$ cat config.mk
export PLATFORM = sky130hd
export DESIGN_NAME = regbank_wb_arbiter
export DESIGN_NICKNAME = d
export VERILOG_FILES = /design/src/rtl/regbank_wb_arbiter_pkg.sv /design/src/rtl/regbank_wb_arbiter_wb_slot.sv /design/src/rtl/regbank_wb_arbiter.sv
export SDC_FILE = /design/constraint.sdc
export NUM_CORES = 1
export LEC_CHECK = 0
export BUFFER_PORTS_ARGS = -buffer_cell sky130_fd_sc_hd__buf_4
export CAP_MARGIN = 20
export CORE_MARGIN = 1
export CORE_UTILIZATION = 53
export DETAILED_ROUTE_END_ITERATION = 8
export GPL_TIMING_DRIVEN = 0
export PLACE_DENSITY = 0.81
export SLEW_MARGIN = 15
export SYNTH_ARGS = -nofsm -noshare
export SYNTH_HDL_FRONTEND = slang
export SYNTH_SLANG_ARGS = --single-unit
$ cat constraint.sdc
create_clock -name clk -period 4.7 [get_ports clk]
set_clock_uncertainty 0.1 [all_clocks]
set_input_delay 0.235 -clock clk [delete_from_list [all_inputs] [get_ports clk]]
set_output_delay 0.235 -clock clk [all_outputs]
set_load 0.1 [all_outputs]
$ cat src/rtl/regbank_wb_arbiter_pkg.sv
// Shared CPU constants: register-bank geometry and write-back stream IDs.
package regbank_wb_arbiter_pkg;

    localparam int REG_ADDR_W = 4;
    localparam int REG_DATA_W = 32;
    localparam int NUM_REGS   = 16;

    // Stream identifiers, also used as the encoding of last_grant.
    localparam logic WB_SRC_ALU = 1'b0;
    localparam logic WB_SRC_MEM = 1'b1;

endpackage

$ cat src/rtl/regbank_wb_arbiter_wb_slot.sv
// One-entry write-back holding slot. Accepts when empty or when draining
// this cycle, so a saturated, uncontended stream sustains one per cycle.
module wb_slot
    import regbank_wb_arbiter_pkg::*;
#(
    parameter int ADDR_W = REG_ADDR_W,
    parameter int DATA_W = REG_DATA_W
) (
    input  logic              clk,
    input  logic              reset,
    input  logic              in_valid,
    output logic              in_ready,
    input  logic [ADDR_W-1:0] in_addr,
    input  logic [DATA_W-1:0] in_data,
    input  logic              drain,
    output logic              full,
    output logic [ADDR_W-1:0] addr,
    output logic [DATA_W-1:0] data
);

    assign in_ready = !full || drain;

    // Capture on accept; otherwise a drain empties the slot.
    always_ff @(posedge clk or negedge reset) begin
        if (!reset) begin
            full <= 1'b0;
            addr <= '0;
            data <= '0;
        end else if (in_valid && in_ready) begin
            full <= 1'b1;
            addr <= in_addr;
            data <= in_data;
        end else if (drain) begin
            full <= 1'b0;
        end
    end

endmodule

$ cat src/rtl/regbank_wb_arbiter.sv
// Write-back arbiter for the register bank's single write port plus the
// in-flight load scoreboard that drives the decode read-hazard stall.
module regbank_wb_arbiter
    import regbank_wb_arbiter_pkg::*;
#(
    parameter int DATA_W = REG_DATA_W,
    parameter int ADDR_W = REG_ADDR_W
) (
    input  logic              clk,
    input  logic              reset,
    input  logic              alu_valid,
    output logic              alu_ready,
    input  logic [ADDR_W-1:0] alu_addr,
    input  logic [DATA_W-1:0] alu_data,
    input  logic              mem_valid,
    output logic              mem_ready,
    input  logic [ADDR_W-1:0] mem_addr,
    input  logic [DATA_W-1:0] mem_data,
    input  logic              issue_valid,
    input  logic [ADDR_W-1:0] issue_addr,
    input  logic [ADDR_W-1:0] rd_addr_a,
    input  logic [ADDR_W-1:0] rd_addr_b,
    output logic              stall,
    output logic              rb_we,
    output logic [ADDR_W-1:0] rb_addr_d,
    output logic [DATA_W-1:0] rb_data_d,
    output logic              busy
);

    localparam int NREGS = 1 << ADDR_W;

    logic              alu_full, mem_full;
    logic [ADDR_W-1:0] alu_addr_q, mem_addr_q;
    logic [DATA_W-1:0] alu_data_q, mem_data_q;
    logic              grant_alu, grant_mem;
    logic              last_grant;
    logic [NREGS-1:0]  pending, pending_set, pending_clr;
    logic              stall_a, stall_b;

    wb_slot #(.ADDR_W(ADDR_W), .DATA_W(DATA_W)) u_alu_slot (
        .clk(clk), .reset(reset),
        .in_valid(alu_valid), .in_ready(alu_ready),
        .in_addr(alu_addr), .in_data(alu_data),
        .drain(grant_alu),
        .full(alu_full), .addr(alu_addr_q), .data(alu_data_q)
    );

    wb_slot #(.ADDR_W(ADDR_W), .DATA_W(DATA_W)) u_mem_slot (
        .clk(clk), .reset(reset),
        .in_valid(mem_valid), .in_ready(mem_ready),
        .in_addr(mem_addr), .in_data(mem_data),
        .drain(grant_mem),
        .full(mem_full), .addr(mem_addr_q), .data(mem_data_q)
    );

    // Grant: lone full slot wins; same-address tie goes to the older load so
    // the ALU value lands last; otherwise round-robin against last_grant.
    always_comb begin
        grant_alu = 1'b0;
        grant_mem = 1'b0;
        if (alu_full && mem_full) begin
            if (alu_addr_q == mem_addr_q)      grant_mem = 1'b1;
            else if (last_grant == WB_SRC_MEM) grant_alu = 1'b1;
            else                               grant_mem = 1'b1;
        end else begin
            grant_alu = alu_full;
            grant_mem = mem_full;
        end
    end

    // Write-port mux; idle port drives zeros. Address 0 drains without a write.
    always_comb begin
        rb_addr_d = '0;
        rb_data_d = '0;
        if (grant_mem) begin
            rb_addr_d = mem_addr_q;
            rb_data_d = mem_data_q;
        end else if (grant_alu) begin
            rb_addr_d = alu_addr_q;
            rb_data_d = alu_data_q;
        end
        rb_we = (grant_alu || grant_mem) && (rb_addr_d != '0);
    end

    // Remember which stream was served last for round-robin.
    always_ff @(posedge clk or negedge reset) begin
        if (!reset)         last_grant <= WB_SRC_MEM;
        else if (grant_alu) last_grant <= WB_SRC_ALU;
        else if (grant_mem) last_grant <= WB_SRC_MEM;
    end

    // Scoreboard set/clear masks; r0 never becomes pending.
    always_comb begin
        pending_set = '0;
        pending_clr = '0;
        if (issue_valid && issue_addr != '0) pending_set[issue_addr] = 1'b1;
        if (grant_mem) pending_clr[mem_addr_q] = 1'b1;
    end

    // Set wins over a same-cycle clear of the same bit.
    always_ff @(posedge clk or negedge reset) begin
        if (!reset) pending <= '0;
        else        pending <= ((pending & ~pending_clr) | pending_set) & ~NREGS'(1);
    end

    // Hazard: source is a pending load or sits in a not-yet-written slot.
    // The slot stays full through its drain cycle, covering the write cycle.
    always_comb begin
        stall_a = (rd_addr_a != '0) &&
                  (pending[rd_addr_a] ||
                   (alu_full && alu_addr_q == rd_addr_a) ||
                   (mem_full && mem_addr_q == rd_addr_a));
        stall_b = (rd_addr_b != '0) &&
                  (pending[rd_addr_b] ||
                   (alu_full && alu_addr_q == rd_addr_b) ||
                   (mem_full && mem_addr_q == rd_addr_b));
        stall   = stall_a || stall_b;
        busy    = alu_full || mem_full || (pending != '0);
    end

endmodule

==> results of run 1 <==
==> power by group through the flow <==
| stage | clock network (mW) | registers (mW) | logic, mW |
|---|---|---|---|
| after global routing | 0.593 | 1.28 | 3.04 |
| after detailed placement | 0 | 1.24 | 2.83 |
| after global placement | 0 | 1.22 | 2.80 |
| after CTS | 0.548 | 1.23 | 2.88 |
| final | 0.566 | 1.25 | 2.94 |
| after floorplan | 0 | 1.17 | 2.28 |
==> worst paths after layout <==
check                                      end               start  cells past startpoint
max                               rb_data_d[6]  u_alu_slot.addr[1]                      7
min in group asynchronous  u_alu_slot.data[14]               reset                      2
min reg2reg                 u_alu_slot.data[9]  u_alu_slot.data[9]                      1
max reg2reg                        pending[14]  u_alu_slot.addr[3]                      7
max in group asynchronous   u_mem_slot.data[8]               reset                      2
min                         u_mem_slot.data[0]         mem_data[0]                      2
==> critical path, stage by stage, from the launching register on <==
cell and delay (ns):
dfrtp_1 0.37, clkbuf_2 0.18, xor2_1 0.27, o41ai_4 0.13
a21oi_2 0.49, clkbuf_1 0.55, a22o_1 0.29, buf_4 0.30
==> stage by stage <==
step	power [mW]	hold slack [ns]	utilization (%)	setup slack, ns	cells
2_1_floorplan	3.446	-0.1606	-	1.844	384
3_3_place_gp	4.017	0.3488	66.78	1.889	616
3_5_place_dp	4.067	0.3553	66.78	1.860	616
4_1_cts	4.653	0.0005168	76.31	1.462	694
5_1_grt	4.909	-0.002340	76.82	1.252	698
6_report	4.763	0.001812	76.82	1.403	698
==> kinds of logic (layout without fill, tap and decap cells) <==
kind of cell              count (synthesis)  count (layout)
muxes                                    81              81
AOI/OAI and AO/OA                        73              73
and+or+nand+nor                          91              91
DFF                                      90              90
xor gates and xnor gates                 18              18
buffers and inverters                    31             237
==> layout by cell type, fill, tap and decap left out, types with 3 or more instances in the layout <==
cell / count
a21oi_1: 6
a22o_1: 36
buf_12: 3
buf_2: 5
buf_4: 123
buf_6: 5
clkbuf_1: 16
clkbuf_8: 9
dfrtp_1: 89
dlygate4sd3_1: 66
mux2_1: 5
mux2_2: 39
mux2_4: 30
mux2i_1: 3
mux4_2: 4
nand2_1: 40
nand3_1: 9
nand4_1: 6
nor2_1: 5
nor2b_1: 7
nor3_1: 4
nor4_1: 4
o21ai_0: 16
xnor2_1: 8
xor2_1: 9
==> area by class of cell <==
class	instances	share of cell area (%)
flip-flops and latches	90	33.80
multi-input cells	263	34.10
plain buffers	29	2.928
repair buffers	190	23.93
clock buffers	10	1.914
well taps	108	2.027
inverters	2	0.1126
clock inverters	6	1.182
==> timing repair <==
action / 4_1_cts / 5_1_grt
hold buffers: 62 / 4
buffers inserted: 0 / 0
endpoints found under the hold margin: 62 / 92
==> sequential cells by signal, indices dropped and copies added, names as in the netlist <==
name and cells:
u_alu_slot.full 1, u_mem_slot.addr 4, u_mem_slot.data 32, last_grant 1
u_mem_slot.full 1, u_alu_slot.data 32, pending 15, u_alu_slot.addr 4
==> layer usage <==
layer  part of all wire, %  vias up  routed length [µm]  global-route usage [%]
li1                      -     1800                   -                       -
met1                    38     1998                5735                   40.04
met2                    52      193                7754                   54.17
met3                   6.3       45                 943                   6.103
met4                   3.9        0                 580                   14.34
met5                     0        -                   0                  0.5952
==> reports/qor.csv, run 1 <==
stage,metric,value,unit
synthesis,Area contributors post-synth,"dfrtp_1 (47%), mux2_4 (9.5%), mux2_2 (9.3%)",
floorplan,Rows,34,
sta,Final Hold Fails,0,
sta,final worst-path cycle share,70.14,%
clocking,H-tree levels,3,
finish,# fillers,555,
clocking,CTS max path bufs,2,
placement,Placed Area,5796,µm²
finish,Area growth syn-to-layout,40.95,%
clocking,worst skew pair latency,0.37,ns
synthesis,Seq cells post-synth,90,
routing,Detailed Route WL,15010,µm
hold_path,worst hold path type,primary input to register,
power_and_ir_drop,Peak supply drop,0.0006656,V
synthesis,Post-synth EDFFs,0,
run_status,status,"finished, final reports clean",
synthesis,Most used DFF post-synth,dfrtp_1,
sta,relative slew slack,44.74,%
global_route,gr ovfl total,0,
routing,Initial DRC Count,297,
routing,Vias per Instance,5.782,
sta,Slew @ Worst Pin,0.8290,ns
synthesis,Syn Nets,473,
finish,ANT cells,0,
finish,post-route cell area,6666,µm²
sta,clock period minus worst slack,3.297,ns
global_route,global-route usage over all layers,32.11,%
synthesis,most common cell in the synthesized netlist,dfrtp_1,
synthesis,"Cell Area, Synth",4730,µm²
clocking,Resized cells post-CTS,0,
clocking,Clock Sink Count,90,
synthesis,Yosys cell types,51,
routing,Vias,4036,
clocking,"CTS clk-pin slew, worst paths",0.10,ns
synthesis,largest family of logic cells by synthesized area,multiplexers,
sta,fmax,303.3,MHz
synthesis,Synth Area in Simple Gates,10.08,%
synthesis,average instance area after synthesis,12.32,µm²
finish,Final #Nets,674,
flow_run,MaxCap Viol Count,0,
sta,count of final setup violators,0,
sta,Pins Over Slew Limit,0,
floorplan,Die W,96.47,µm
worst_setup_path,"Max FO, Critical Path",10,
finish,area of the multi-input gates,2273,µm²
worst_setup_path,startpoint types,register,
placement,GPL Wtd Cong,0.8828,
synthesis,Async SR Flop Fraction,100.0,%
synthesis,adder-cell share of the synthesized area,0,%
global_route,number of global-route vias before repair,4123,
placement,port bufs,124,
routing,WL per Instance,21.51,µm
synthesis,post-synthesis mux area share,22.54,%
synthesis,Synth top cells by count,"dfrtp_1 (89), nand2_1 (40), mux2_2 (39)",
power_and_ir_drop,clock network fraction of design power,11.9,%
synthesis,Synth Area in Compound Gates,11.96,%
power_and_ir_drop,Power Density,714.4,nW/µm²
routing,DRT antenna net count,0,
finish,register area,2253,µm²
worst_setup_path,crit path DAT,2.96,ns
synthesis,post-synthesis sequential area ratio,47.65,%
clocking,TritonCTS buffer count,9,
global_route,largest net degree at the start of global routing,91,
power_and_ir_drop,Reg power frac,26.3,%
synthesis,Synth Area in XOR/XNOR,3.492,%
sta,post-route setup TNS,0,ns
clocking,Root Buffer,clkbuf_8,
synthesis,Mapped Cells,384,
worst_setup_path,worst setup path category,register to output port,
sta,unrepaired setup endpoints after global routing,false,
routing,post-route DRC violation count,0,
placement,DPL Wire Length,8691,µm
global_route,global-route wire length before repair,21570,µm
power_and_ir_drop,Combinational Power Share,61.8,%
floorplan,Top Ports,130,
floorplan,Die Area,9306,µm²
power_and_ir_drop,Sw Ratio,54.57,%
power_and_ir_drop,leakage,3.032,nW
floorplan,Core ar.,8678,µm²
synthesis,Yosys warning count,0,
synthesis,post-synth top area cell,dfrtp_1,
clocking,CTS tree,built,
worst_setup_path,Reg2Reg Setup Slack,2.30,ns
worst_setup_path,CP required,4.37,ns
floorplan,initial core utilization,54.50,%
power_and_ir_drop,P_int,2.163,mW
global_route,initial antenna violation count,0,
synthesis,area share of the largest cell type after synthesis,47.09,%
floorplan,Die Y-Extent,96.47,µm
worst_setup_path,crit end category,output port,
routing,DR pass1 iterations,5,
finish,fraction of layout cells with a size suffix above 1,39.83,%
power_and_ir_drop,Switch Pwr,2.599,mW
Power figures use the tool's default switching activity.
==> run 2, diff against run 1 <==
Clock period 4.7 ns to 3.4 ns, I/O delays scaled along.
==> reports/qor.csv, run 2 (same netlist as run 1, synthesis figures left out) <==
stage,metric,value,unit
clocking,worst skew pair latency,0.37,ns
finish,Non-Filler Instances,711,
run_status,status,"finished, final reports clean",
hold_path,worst hold path type,primary input to register,
clocking,CTS max path bufs,2,
worst_setup_path,reg2reg start,u_alu_slot.addr[0],
worst_setup_path,Reg2Reg Setup Slack,0.93,ns
floorplan,initial core utilization,54.50,%
clocking,H-tree levels,3,
power_and_ir_drop,Sw Ratio,54.51,%
worst_setup_path,"Max FO, Critical Path",10,
power_and_ir_drop,P_int,3.000,mW
worst_setup_path,reg-to-reg endpoint,pending[6],
routing,Vias per Instance,5.762,
global_route,gr ovfl total,0,
sta,Final Hold Fails,0,
routing,Initial DRC Count,263,
worst_setup_path,crit end category,output port,
global_route,routing usage on met2,56.63,%
finish,most frequent cells in the layout,"buf_4 (123), dfrtp_1 (89), dlygate4sd3_1 (79), nand2_1 (40), mux2_2 (39)",
worst_setup_path,Worst path max stage delay,0.54,ns
global_route,busiest layer in global routing,met2,
hold_path,hold path depth,4,
global_route,initial antenna violation count,0,
power_and_ir_drop,Reg power frac,26.4,%
sta,Pins Over Slew Limit,0,
worst_setup_path,crit-path cells,clkbuf_2 > xor2_1 > o41ai_4 > a21oi_2 > clkbuf_1 > a22o_1 > buf_4,
power_and_ir_drop,Peak supply drop,0.001017,V
global_route,number of global-route vias before repair,4318,
global_route,met3 Use GR,7.903,%
clocking,Post-CTS Hold Fix Bufs,79,
power_and_ir_drop,Combinational Power Share,61.8,%
sta,fmax,312.5,MHz
placement,port bufs,124,
sta,final setup margin,0.1998,ns
worst_setup_path,CP required,3.13,ns
clocking,TritonCTS buffer count,9,
finish,top flop regs,"u_alu_slot.data (32), u_mem_slot.data (32), pending (15)",
placement,"number of placed instances, taps included",616,
global_route,largest net degree at the start of global routing,91,
routing,Detailed Route WL,15040,µm
routing,DR pass1 iterations,5,
floorplan,Core ar.,8678,µm²
global_route,global-route wire length before repair,22590,µm
finish,"most common cell after layout, fill and taps aside",buf_4,
floorplan,Rows,34,
hold_path,hold path start,issue_addr[2],
finish,Area growth syn-to-layout,43.70,%
floorplan,Die Area,9306,µm²
global_route,global-route usage over all layers,33.67,%
power_and_ir_drop,Switch Pwr,3.594,mW
sta,count of final setup violators,0,
routing,WL per Instance,21.16,µm
hold_path,hold worst-path end,pending[1],
worst_setup_path,Worst R2R Path Depth,7,
clocking,Resized cells post-CTS,0,
flow_run,MaxCap Viol Count,0,
global_route,grt met1 use,40.65,%
clocking,Root Buffer,clkbuf_8,
worst_setup_path,startpoint types,register,
sta,unrepaired setup endpoints after global routing,false,
power_and_ir_drop,Power Density,970.3,nW/µm²
worst_setup_path,family with the most delay on the worst path,buffers and inverters,
floorplan,Die Y-Extent,96.47,µm
finish,# fillers,530,
sta,Slew @ Worst Pin,0.8077,ns
worst_setup_path,CP Buf/Inv Count,3,
worst_setup_path,crit path DAT,2.93,ns
power_and_ir_drop,leakage,3.084,nW
placement,DPL Wire Length,8691,µm
placement,Placed Area,5796,µm²
routing,Vias,4097,
placement,GPL Wtd Cong,0.8828,
finish,ANT cells,0,
sta,final worst-path cycle share,94.12,%
finish,fraction of layout cells with a size suffix above 1,38.97,%
clocking,"CTS clk-pin slew, worst paths",0.10,ns
sta,relative slew slack,46.16,%
sta,clock period minus worst slack,3.200,ns
placement,dpl ws,0.6251,ns
worst_setup_path,worst setup path category,register to output port,
finish,post-route cell area,6797,µm²
routing,DRT antenna net count,0,
clocking,Clock Sink Count,90,
worst_setup_path,"Slowest-stage cell, CP",clkbuf_1,
floorplan,Die W,96.47,µm
floorplan,Top Ports,130,
finish,Final #Nets,687,
routing,post-route DRC violation count,0,
sta,post-route setup TNS,0,ns
power_and_ir_drop,clock network fraction of design power,11.8,%
power_and_ir_drop,Tot Pwr,6.595,mW
clocking,Post-CTS Setup Inserts,0,
clocking,CTS tree,built,
run 2: cell count changes in the layout (fill, tap and decap cells not counted), sizes merged:
cell / delta
dlygate4sd3: +13
run 2: stage by stage:
stage / hold WS [ns] / util, %
3_5_place_dp: 0.2903 / 66.78
5_1_grt: 0.04960 / 78.32
2_1_floorplan: -0.2256 / -
6_report: 0.02872 / 78.32
3_3_place_gp: 0.2838 / 66.78
4_1_cts: 0.01282 / 78.27
run 2: power by group through the flow:
stage | sequential [mW] | combinational (mW) | clock, mW
after detailed placement | 1.71 | 3.91 | 0
after global placement | 1.69 | 3.87 | 0
after floorplan | 1.61 | 3.15 | 0
after CTS | 1.70 | 3.99 | 0.758
after global routing | 1.77 | 4.22 | 0.820
final | 1.74 | 4.08 | 0.778
run 2: tightest hold or removal path, cell delays in order:
cell and delay (ns):
buf_4 0.09, nor3b_1 0.07, nand2_1 0.08, nand2_1 0.05
run 2: area by class of cell:
type	count	area [µm²]	area share (%)
flip-flops and latches	90	2253	33.16
plain buffers	29	195.2	2.872
repair buffers	203	1725	25.39
clock inverters	6	78.83	1.160
multi-input cells	263	2273	33.45
inverters	2	7.507	0.1105
clock buffers	10	127.6	1.878
well taps	108	135.1	1.988
run 2: per-layer routing:
| metal | up-vias | wire (µm) |
|---|---|---|
| met3 | 37 | 1013 |
| met1 | 2025 | 5722 |
| met4 | 0 | 519 |
| met2 | 209 | 7788 |
| met5 | - | 0 |
| li1 | 1826 | - |
run 2: worst max path at each step:
| stage | from | endpoint | cells past startpoint | slack (ns) |
|---|---|---|---|---|
| final | u_alu_slot.addr[1] | rb_data_d[25] | 7 | 0.20 |
| after global routing | u_alu_slot.addr[0] | rb_we | 8 | 0.05 |
| after CTS | u_alu_slot.addr[1] | rb_addr_d[2] | 7 | 0.23 |
| after detailed placement | u_alu_slot.addr[2] | rb_addr_d[2] | 7 | 0.63 |
| after global placement | u_alu_slot.addr[1] | rb_addr_d[2] | 7 | 0.65 |
| after floorplan | u_alu_slot.addr[3] | u_alu_slot.data[10] | 7 | 0.65 |
==> run 3, diff against run 2 <==
Settings changed: REMOVE_ABC_BUFFERS set to 1.
==> reports/qor.csv, run 3 (same netlist as run 1, synthesis figures left out) <==
stage,metric,value,unit
routing,Initial DRC Count,259,
routing,DR pass1 iterations,5,
routing,Vias per Instance,5.721,
sta,unrepaired setup endpoints after global routing,false,
clocking,"CTS clk-pin slew, worst paths",0.09,ns
sta,final setup margin,0.2495,ns
clocking,CTS tree,built,
floorplan,Top Ports,130,
global_route,global-route usage over all layers,30.11,%
sta,Slew @ Worst Pin,0.8279,ns
finish,Final #Nets,665,
power_and_ir_drop,leakage,3.025,nW
routing,DRT antenna net count,0,
worst_setup_path,crit end category,output port,
placement,dpl ws,0.6963,ns
finish,most frequent cells in the layout,"buf_4 (128), dfrtp_1 (89), dlygate4sd3_1 (79), nand2_1 (40), mux2_2 (39)",
global_route,largest net degree at the start of global routing,91,
power_and_ir_drop,Power Density,955.5,nW/µm²
worst_setup_path,crit path DAT,2.88,ns
sta,final worst-path cycle share,92.66,%
sta,fmax,317.4,MHz
floorplan,Die Area,9306,µm²
worst_setup_path,"Max FO, Critical Path",31,
finish,fraction of layout cells with a size suffix above 1,39.59,%
finish,post-route cell area,6669,µm²
hold_path,worst hold path type,primary input to register,
finish,"most common cell after layout, fill and taps aside",buf_4,
clocking,Clock Sink Count,90,
placement,GPL Wtd Cong,0.8718,
flow_run,MaxCap Viol Count,0,
sta,count of final setup violators,0,
global_route,number of global-route vias before repair,4194,
routing,WL per Instance,19.80,µm
floorplan,Rows,34,
clocking,TritonCTS buffer count,9,
power_and_ir_drop,Tot Pwr,6.372,mW
floorplan,Die Y-Extent,96.47,µm
global_route,global-route wire length before repair,20830,µm
sta,Pins Over Slew Limit,0,
global_route,initial antenna violation count,0,
floorplan,Die W,96.47,µm
clocking,H-tree levels,3,
placement,port bufs,129,
worst_setup_path,worst setup path category,register to output port,
power_and_ir_drop,Peak supply drop,0.0007810,V
finish,"Core Util, Final",76.85,%
placement,Placed Area,5694,µm²
worst_setup_path,CP required,3.13,ns
clocking,CTS max path bufs,2,
routing,post-route DRC violation count,0,
sta,relative slew slack,44.81,%
placement,DPL Wire Length,7790,µm
sta,Final Hold Fails,0,
sta,clock period minus worst slack,3.150,ns
run_status,status,"finished, final reports clean",
worst_setup_path,startpoint types,register,
clocking,worst skew pair latency,0.37,ns
global_route,gr ovfl total,0,
finish,ANT cells,0,
clocking,Root Buffer,clkbuf_8,
floorplan,initial core utilization,54.50,%
routing,Vias,3942,
routing,Detailed Route WL,13640,µm
finish,Area growth syn-to-layout,41.01,%
clocking,Post-CTS Setup Inserts,0,
finish,top flop regs,"u_alu_slot.data (32), u_mem_slot.data (32), pending (15)",
sta,post-route setup TNS,0,ns
floorplan,Core ar.,8678,µm²
## run 3: cell count changes in the layout (fill, tap and decap cells not counted), moves of 2 or more
cell      previous run  this run
buf_4              123       128
buf_6                5         1
buf_12               3         1
clkbuf_1            16         1
buf_2                5         0
## run 3: report_power, final
part           switching [mW]  total (mW)  internal, mW
clock                   0.420       0.695         0.275
sequential              0.368        1.80          1.43
combinational            2.69        3.88          1.20
## run 3: timing repair
item / in CTS / in global routing
hold buffers: 79 / 0
resized for setup: 0 / 0
hold endpoints to repair: 168 / 0
## run 3: layout make-up
type                    instances  area [µm²]
well taps                     108       135.1
fillers                       518        2009
inverters                       2       7.507
multi-input cells             263        2282
clock inverters                 6       52.55
flip-flops and latches         90        2253
clock buffers                  10       127.6
repair buffers                210        1810
## run 3: worst max-delay path, cell delays in order (launching register included)
cell	delay [ns]
dfrtp_1	0.66
xor2_1	0.19
o41ai_4	0.57
o21a_2	0.35
buf_12	0.24
a22o_1	0.20
buf_4	0.30
## run 3: path summary, 6_finish.rpt
kind	from	endpoint	slack, ns	cells past startpoint
min in group asynchronous	reset	u_alu_slot.data[31]	0.32	2
worst min register to register	u_alu_slot.data[5]	u_alu_slot.data[5]	0.42	1
worst max-delay path	u_mem_slot.addr[0]	rb_data_d[4]	0.25	6
worst min-delay path	issue_addr[2]	pending[1]	0.02	4
worst max register to register	u_mem_slot.addr[0]	u_alu_slot.data[0]	0.68	5
max in group asynchronous	reset	pending[12]	2.30	2
## run 3: through the flow
step           hold WS (ns)  cells
2_1_floorplan       -0.2256    355
3_3_place_gp         0.2834    592
3_5_place_dp         0.2872    594
4_1_cts           0.0001073    689
5_1_grt             0.01843    689
6_report            0.01637    689
## run 3: metal layers
layer,vias to the layer above,wire length (µm),GRT usage [%]
met2,185,7272,54.40
met3,32,924,6.495
met1,1944,5137,34.45
met5,-,0,0
met4,0,310,12.13
li1,1781,-,-
